$ cat config.mk
export PLATFORM = sky130hd
export DESIGN_NAME = audio_sample_feeder
export DESIGN_NICKNAME = d
export VERILOG_FILES = /design/src/rtl/audio_sample_feeder_pkg.sv /design/src/rtl/audio_sample_feeder_fifo.sv /design/src/rtl/audio_sample_feeder.sv
export SDC_FILE = /design/constraint.sdc
export NUM_CORES = 2
export LEC_CHECK = 0
export CORE_MARGIN = 2
export CORE_UTILIZATION = 43
export CTS_CLUSTER_DIAMETER = 200
export DETAILED_ROUTE_END_ITERATION = 12
export GPL_ROUTABILITY_DRIVEN = 0
export SLEW_MARGIN = 25
export SYNTH_ARGS = -nofsm -noshare
export SYNTH_HDL_FRONTEND = slang
export SYNTH_SLANG_ARGS = --single-unit
export TNS_END_PERCENT = 30
$ cat constraint.sdc
create_clock -name clk -period 7 [get_ports clk]
set_input_delay 1.4 -clock clk [delete_from_list [all_inputs] [get_ports clk]]
set_output_delay 1.4 -clock clk [all_outputs]
set_load 0.1 [all_outputs]
$ cat src/rtl/audio_sample_feeder_pkg.sv
// Shared defaults and state encoding for the audio sample feeder.
package audio_sample_feeder_pkg;

  localparam int DEF_FIFO_AW       = 6;
  localparam int DEF_FIFO_DEPTH    = 1 << DEF_FIFO_AW;
  localparam int DEF_SAMPLE_DIV    = 281;
  localparam int DEF_PREFILL_LEVEL = 32;
  localparam int DEF_GAP_TIMEOUT   = 4096;
  localparam int SAMPLE_W          = 24;

  typedef enum logic {
    ST_PREFILL = 1'b0,
    ST_PLAY    = 1'b1
  } feeder_state_e;

endpackage

$ cat src/rtl/audio_sample_feeder_fifo.sv
// Synchronous sample FIFO, one write and one registered read per cycle.
// A write while full is accepted only when a read frees a slot in the same cycle.
module sample_fifo
  import audio_sample_feeder_pkg::*;
#(
  parameter int AW = DEF_FIFO_AW,
  parameter int DW = SAMPLE_W
) (
  input  logic          clk,
  input  logic          rst_n,
  input  logic          wr_en,
  input  logic [DW-1:0] wr_data,
  input  logic          rd_en,
  output logic [DW-1:0] rd_data,
  output logic          full,
  output logic          empty,
  output logic [AW:0]   level
);

  logic [DW-1:0] mem [2**AW];
  logic [AW:0]   wr_ptr;
  logic [AW:0]   rd_ptr;
  logic          do_wr;
  logic          do_rd;

  assign level = wr_ptr - rd_ptr;
  assign empty = (wr_ptr == rd_ptr);
  assign full  = (wr_ptr[AW] != rd_ptr[AW]) && (wr_ptr[AW-1:0] == rd_ptr[AW-1:0]);
  assign do_rd = rd_en && !empty;
  assign do_wr = wr_en && (!full || do_rd);

  // Storage array, no reset: contents are meaningless until written.
  always_ff @(posedge clk) begin
    if (do_wr) mem[wr_ptr[AW-1:0]] <= wr_data;
  end

  // Pointers and the registered read port.
  always_ff @(posedge clk or negedge rst_n) begin
    if (!rst_n) begin
      wr_ptr  <= '0;
      rd_ptr  <= '0;
      rd_data <= '0;
    end else begin
      if (do_wr) wr_ptr <= wr_ptr + 1'b1;
      if (do_rd) begin
        rd_ptr  <= rd_ptr + 1'b1;
        rd_data <= mem[rd_ptr[AW-1:0]];
      end
    end
  end

endmodule

$ cat src/rtl/audio_sample_feeder.sv
// Byte-to-sample assembler, sample-rate tick and prefill/play sequencing
// feeding a held 24-bit mono sample to the I2S driver.
module audio_sample_feeder
  import audio_sample_feeder_pkg::*;
#(
  parameter int FIFO_AW       = DEF_FIFO_AW,
  parameter int SAMPLE_DIV    = DEF_SAMPLE_DIV,
  parameter int PREFILL_LEVEL = DEF_PREFILL_LEVEL,
  parameter int GAP_TIMEOUT   = DEF_GAP_TIMEOUT
) (
  input  logic                clk,
  input  logic                rst_n,
  input  logic [7:0]          rx_data,
  input  logic                rx_valid,
  input  logic                clear_flags,
  output logic [23:0]         mono_sample,
  output logic                sample_tick,
  output logic [FIFO_AW:0]    fifo_level,
  output logic                playing,
  output logic                underrun,
  output logic                overflow
);

  localparam int TW = $clog2(SAMPLE_DIV);
  localparam int GW = $clog2(GAP_TIMEOUT);
  localparam logic [TW-1:0]    TICK_LAST  = TW'(SAMPLE_DIV - 1);
  localparam logic [GW-1:0]    GAP_LAST   = GW'(GAP_TIMEOUT - 1);
  localparam logic [FIFO_AW:0] PREFILL_LV = (FIFO_AW + 1)'(PREFILL_LEVEL);

  logic [TW-1:0] tick_cnt;
  logic [1:0]    byte_idx;
  logic [15:0]   asm_lo;
  logic [GW-1:0] gap_cnt;
  logic          push;
  logic [23:0]   push_word;
  logic          pop;
  logic          fifo_full;
  logic          fifo_empty;
  logic [23:0]   fifo_data;
  logic          out_zero;
  logic          set_underrun;
  logic          set_overflow;
  feeder_state_e state, state_nxt;

  assign push         = rx_valid && (byte_idx == 2'd2);
  assign push_word    = {rx_data, asm_lo};
  assign sample_tick  = (tick_cnt == TICK_LAST);
  assign playing      = (state == ST_PLAY);
  assign set_overflow = push && fifo_full && !pop;
  // Silence is selected by a flag rather than by clearing the FIFO read register.
  assign mono_sample  = out_zero ? 24'd0 : fifo_data;

  sample_fifo #(
    .AW (FIFO_AW),
    .DW (24)
  ) u_fifo (
    .clk     (clk),
    .rst_n   (rst_n),
    .wr_en   (push),
    .wr_data (push_word),
    .rd_en   (pop),
    .rd_data (fifo_data),
    .full    (fifo_full),
    .empty   (fifo_empty),
    .level   (fifo_level)
  );

  // Free-running sample-period counter.
  always_ff @(posedge clk or negedge rst_n) begin
    if (!rst_n) tick_cnt <= '0;
    else if (tick_cnt == TICK_LAST) tick_cnt <= '0;
    else tick_cnt <= tick_cnt + 1'b1;
  end

  // Little-endian byte assembly with idle-gap resynchronisation.
  always_ff @(posedge clk or negedge rst_n) begin
    if (!rst_n) begin
      byte_idx <= 2'd0;
      asm_lo   <= '0;
      gap_cnt  <= '0;
    end else if (rx_valid) begin
      gap_cnt <= '0;
      case (byte_idx)
        2'd0: begin
          asm_lo[7:0] <= rx_data;
          byte_idx    <= 2'd1;
        end
        2'd1: begin
          asm_lo[15:8] <= rx_data;
          byte_idx     <= 2'd2;
        end
        default: byte_idx <= 2'd0;
      endcase
    end else if (byte_idx != 2'd0) begin
      if (gap_cnt == GAP_LAST) begin
        byte_idx <= 2'd0;
        gap_cnt  <= '0;
      end else begin
        gap_cnt <= gap_cnt + 1'b1;
      end
    end
  end

  // State register.
  always_ff @(posedge clk or negedge rst_n) begin
    if (!rst_n) state <= ST_PREFILL;
    else state <= state_nxt;
  end

  // Next state, pop request and underrun detection.
  always_comb begin
    state_nxt    = state;
    pop          = 1'b0;
    set_underrun = 1'b0;
    case (state)
      ST_PREFILL: begin
        if (fifo_level >= PREFILL_LV) state_nxt = ST_PLAY;
      end
      ST_PLAY: begin
        if (sample_tick) begin
          if (fifo_empty) begin
            set_underrun = 1'b1;
            state_nxt    = ST_PREFILL;
          end else begin
            pop = 1'b1;
          end
        end
      end
      default: state_nxt = ST_PREFILL;
    endcase
  end

  // Output is silent after any tick that did not pop a sample.
  always_ff @(posedge clk or negedge rst_n) begin
    if (!rst_n) out_zero <= 1'b1;
    else if (sample_tick) out_zero <= !pop;
  end

  // Sticky flags; a set in the same cycle as a clear wins.
  always_ff @(posedge clk or negedge rst_n) begin
    if (!rst_n) begin
      underrun <= 1'b0;
      overflow <= 1'b0;
    end else begin
      if (set_underrun) underrun <= 1'b1;
      else if (clear_flags) underrun <= 1'b0;
      if (set_overflow) overflow <= 1'b1;
      else if (clear_flags) overflow <= 1'b0;
    end
  end

endmodule

==> impl_metrics.toml <==
[status]
status = "finished clean"

[synthesis]
synth_fa_ha_area_frac = 0.00254
synth-simple-area-share = 0.0202
syn_area_um2 = 61900
ys_types = 56
synth.area.top_cells = "edfxtp_1 (74%), mux4_2 (12%), dfrtp_1 (3.2%), mux2i_1 (1.8%), a22oi_1 (0.87%)"
ys_async_sr_fraction = 0.0501
ys_seq_area_frac = 0.777
synth-xor-area-share = 0.00438
yosys_warnings = 0
ys_seq_elements = 1617
synthMuxAreaShare = 0.143
synth_top_area_cell = "edfxtp_1"
synth_compound_area_frac = 0.0397
syn_avg_cell_area_um2 = 21.3
post-synth-top-area-fraction = 0.745
synth_edf_count = 1536
synth_ff_type = "edfxtp_1"
synth_top_family_by_area = "multiplexers"
syn-num-nets = 2927
netlist_instances = 2903

[clocking]
cts.htree.levels = 4
ctsHoldBuffers = 0
clk_pin_slew_ps = 60
clk_latency_ps = 790
clockBufferDepth = 3
cts.sinks = 1617
clock-root-buffer = "clkbuf_16"
numCtsBuffers = 163
cts_setup_buffers = 0
cts_tree = "yes"
cts_resized = 0

[floorplanning]
core_area_um2 = 143000
die_w_um = 384
initial_core_util = 0.432
io_pins = 47
die_area_um2 = 147000
die_h_um = 384
row_count = 139

[place]
place_area_um2 = 65300
dp_hpwl_um = 90000
place_ws_ps = 2050
port_buffers = 46

[detailed_routing]
wl_per_cell_um = 31.0
drcViolationCount = 0
vias = 30769
ant_nets = 0
dr.pass1.iters = 5
dr.first_iter.drc_count = 3711
routed_wirelength_um = 159000
vias_per_cell = 6.01

[finish]
seqCellArea_um2 = 48200
multi_input_area_um2 = 13300
final_cell_mix = "edfxtp_1 (1536), mux4_2 (335), clkbuf_16 (167), buf_4 (123), mux2i_1 (110)"
area_growth_pct = 14.0
drive_gt1_frac = 0.260
fin_area_um2 = 70600
fin_util = 0.493
fillCellCount = 11510
layout.cells.most_common = "edfxtp_1"
nNetsFinal = 3111

[global_routing]
grt_max_degree = 136
grt_pass1_vias = 31009
grtUsageTotal = 0.216
overflow = 0
grt_pass1_wl_um = 226000
antenna_found_initial = 5

[worst_setup_path]
start_kind = "flop"
critPathKind = "flop to primary output"
rrSetupSlack_ps = 2140
r2r-start = "u_fifo.rd_ptr[1]$_DFFE_PN0P_"
r2r_cells = 8
crit_required_ps = 5600
crit_arrival_ps = 4060
crit_fanout = 26
rr_endpoint = "u_fifo.rd_data[20]$_DFFE_PN0P_"
cp-end-kind = "primary output"

[pwr]
power_density_nw_per_um2 = 315
ir_worst_vdd_uv = 342
p_leak_nw = 21.7

[hold_path]
hold_class = "flop to flop"
min_from = "tick_cnt[7]$_DFF_PN0_"
worstHoldPathCells = 1
whs_endpoint = "tick_cnt[7]$_DFF_PN0_"

[timing]
period_needed_ps = 5460
fin_skew_ps = 32.5
slew_headroom = 0.260
drv_slew = 0
setup_viol = 0
fin_crit_sh = 0.781
rsz0062_at_grt = "no"
worst_pin_slew_ps = 1100
fmax_ghz = 0.183
hold_viol_final = 0
worst_slack_ps = 1540
finalSetupTns_ps = 0

[flow_run]
max_cap_viol_count = 0
## power breakdown
group	total, mW	internal (mW)	switching (mW)
Sequential	12.0	11.7	0.387
Clock	8.63	5.02	3.61
Combinational	1.60	0.244	1.36
Total	22.3	16.9	5.35
## worst max path at each step
stage | endpoint | from | cells past startpoint | slack, ps
floorplan | fifo_level[6] | u_fifo.rd_ptr[2]$_DFFE_PN0P_ | 8 | 2020
global placement | fifo_level[2] | u_fifo.rd_ptr[0]$_DFFE_PN0P_ | 5 | 1970
detailed placement | fifo_level[2] | u_fifo.rd_ptr[0]$_DFFE_PN0P_ | 5 | 2050
CTS | fifo_level[2] | u_fifo.rd_ptr[0]$_DFFE_PN0P_ | 5 | 1160
global route | fifo_level[3] | u_fifo.rd_ptr[2]$_DFFE_PN0P_ | 5 | 1450
finish | fifo_level[3] | u_fifo.rd_ptr[2]$_DFFE_PN0P_ | 5 | 1540
## layout make-up
| cell class | instances | area share |
|---|---|---|
| flip-flops and latches | 1617 | 0.682 |
| multi-input cells | 1113 | 0.188 |
| inverters | 22 | 0.00117 |
| repair buffers | 170 | 0.0201 |
| well taps | 1903 | 0.0337 |
| diodes | 1 | 0.0000354 |
| clock buffers | 209 | 0.0627 |
| clock inverters | 88 | 0.0123 |
## Yosys cell counts (12+ instances only)
cell type	instances
a211oi_1	49
a21oi_1	35
a221oi_1	30
a22o_1	18
a22oi_1	72
buf_1	24
buf_2	45
buf_4	12
clkbuf_1	66
dfrtp_1	80
edfxtp_1	1536
inv_1	21
mux2_2	20
mux2i_1	110
mux4_2	335
nand2_1	73
nand3_1	24
nor2_1	112
nor2b_1	28
o21ai_0	21
o221ai_1	18
o22ai_1	26
o32a_1	17
xnor2_1	19
xor2_1	12
## kinds of logic after synthesis
family,count (synthesis)
xor gates and xnor gates,31
and+or+nand+nor,277
buffers and inverters,173
DFF,1617
adders and majority gates,12
muxes,465
AOI/OAI and AO/OA,328
## state kept, by name (all words and copies together) (netlist names), 2 cells and up
name            count
tick_cnt            9
u_fifo.mem       1536
byte_idx            2
gap_cnt            12
u_fifo.wr_ptr       7
u_fifo.rd_data     24
u_fifo.rd_ptr       7
asm_lo             16
## layer usage
layer,GRT usage,part of all wire,up-vias
met3,0.0295,0.070,220
met4,0.0629,0.026,0
met2,0.350,0.49,1342
li1,-,-,12579
met5,0,0,-
met1,0.306,0.41,16628
## metrics by stage
stage                     total power [mW]  hold WS (ps)  instances
after floorplan                       12.8           450       2903
after global placement                13.8           468       4823
after detailed placement              13.9           493       4823
after CTS                             22.4           509       5120
after global routing                  22.9           517       5122
final                                 22.3           510       5123
## worst max-delay path, stage by stage, from the launching register on
cell and delay, ps:
dfrtp_2 850, inv_2 80, ha_1 370, a21o_1 200
xor2_1 480, clkdlybuf4s50_1 1260
Note: power is estimated with default switching activity, not from simulation.
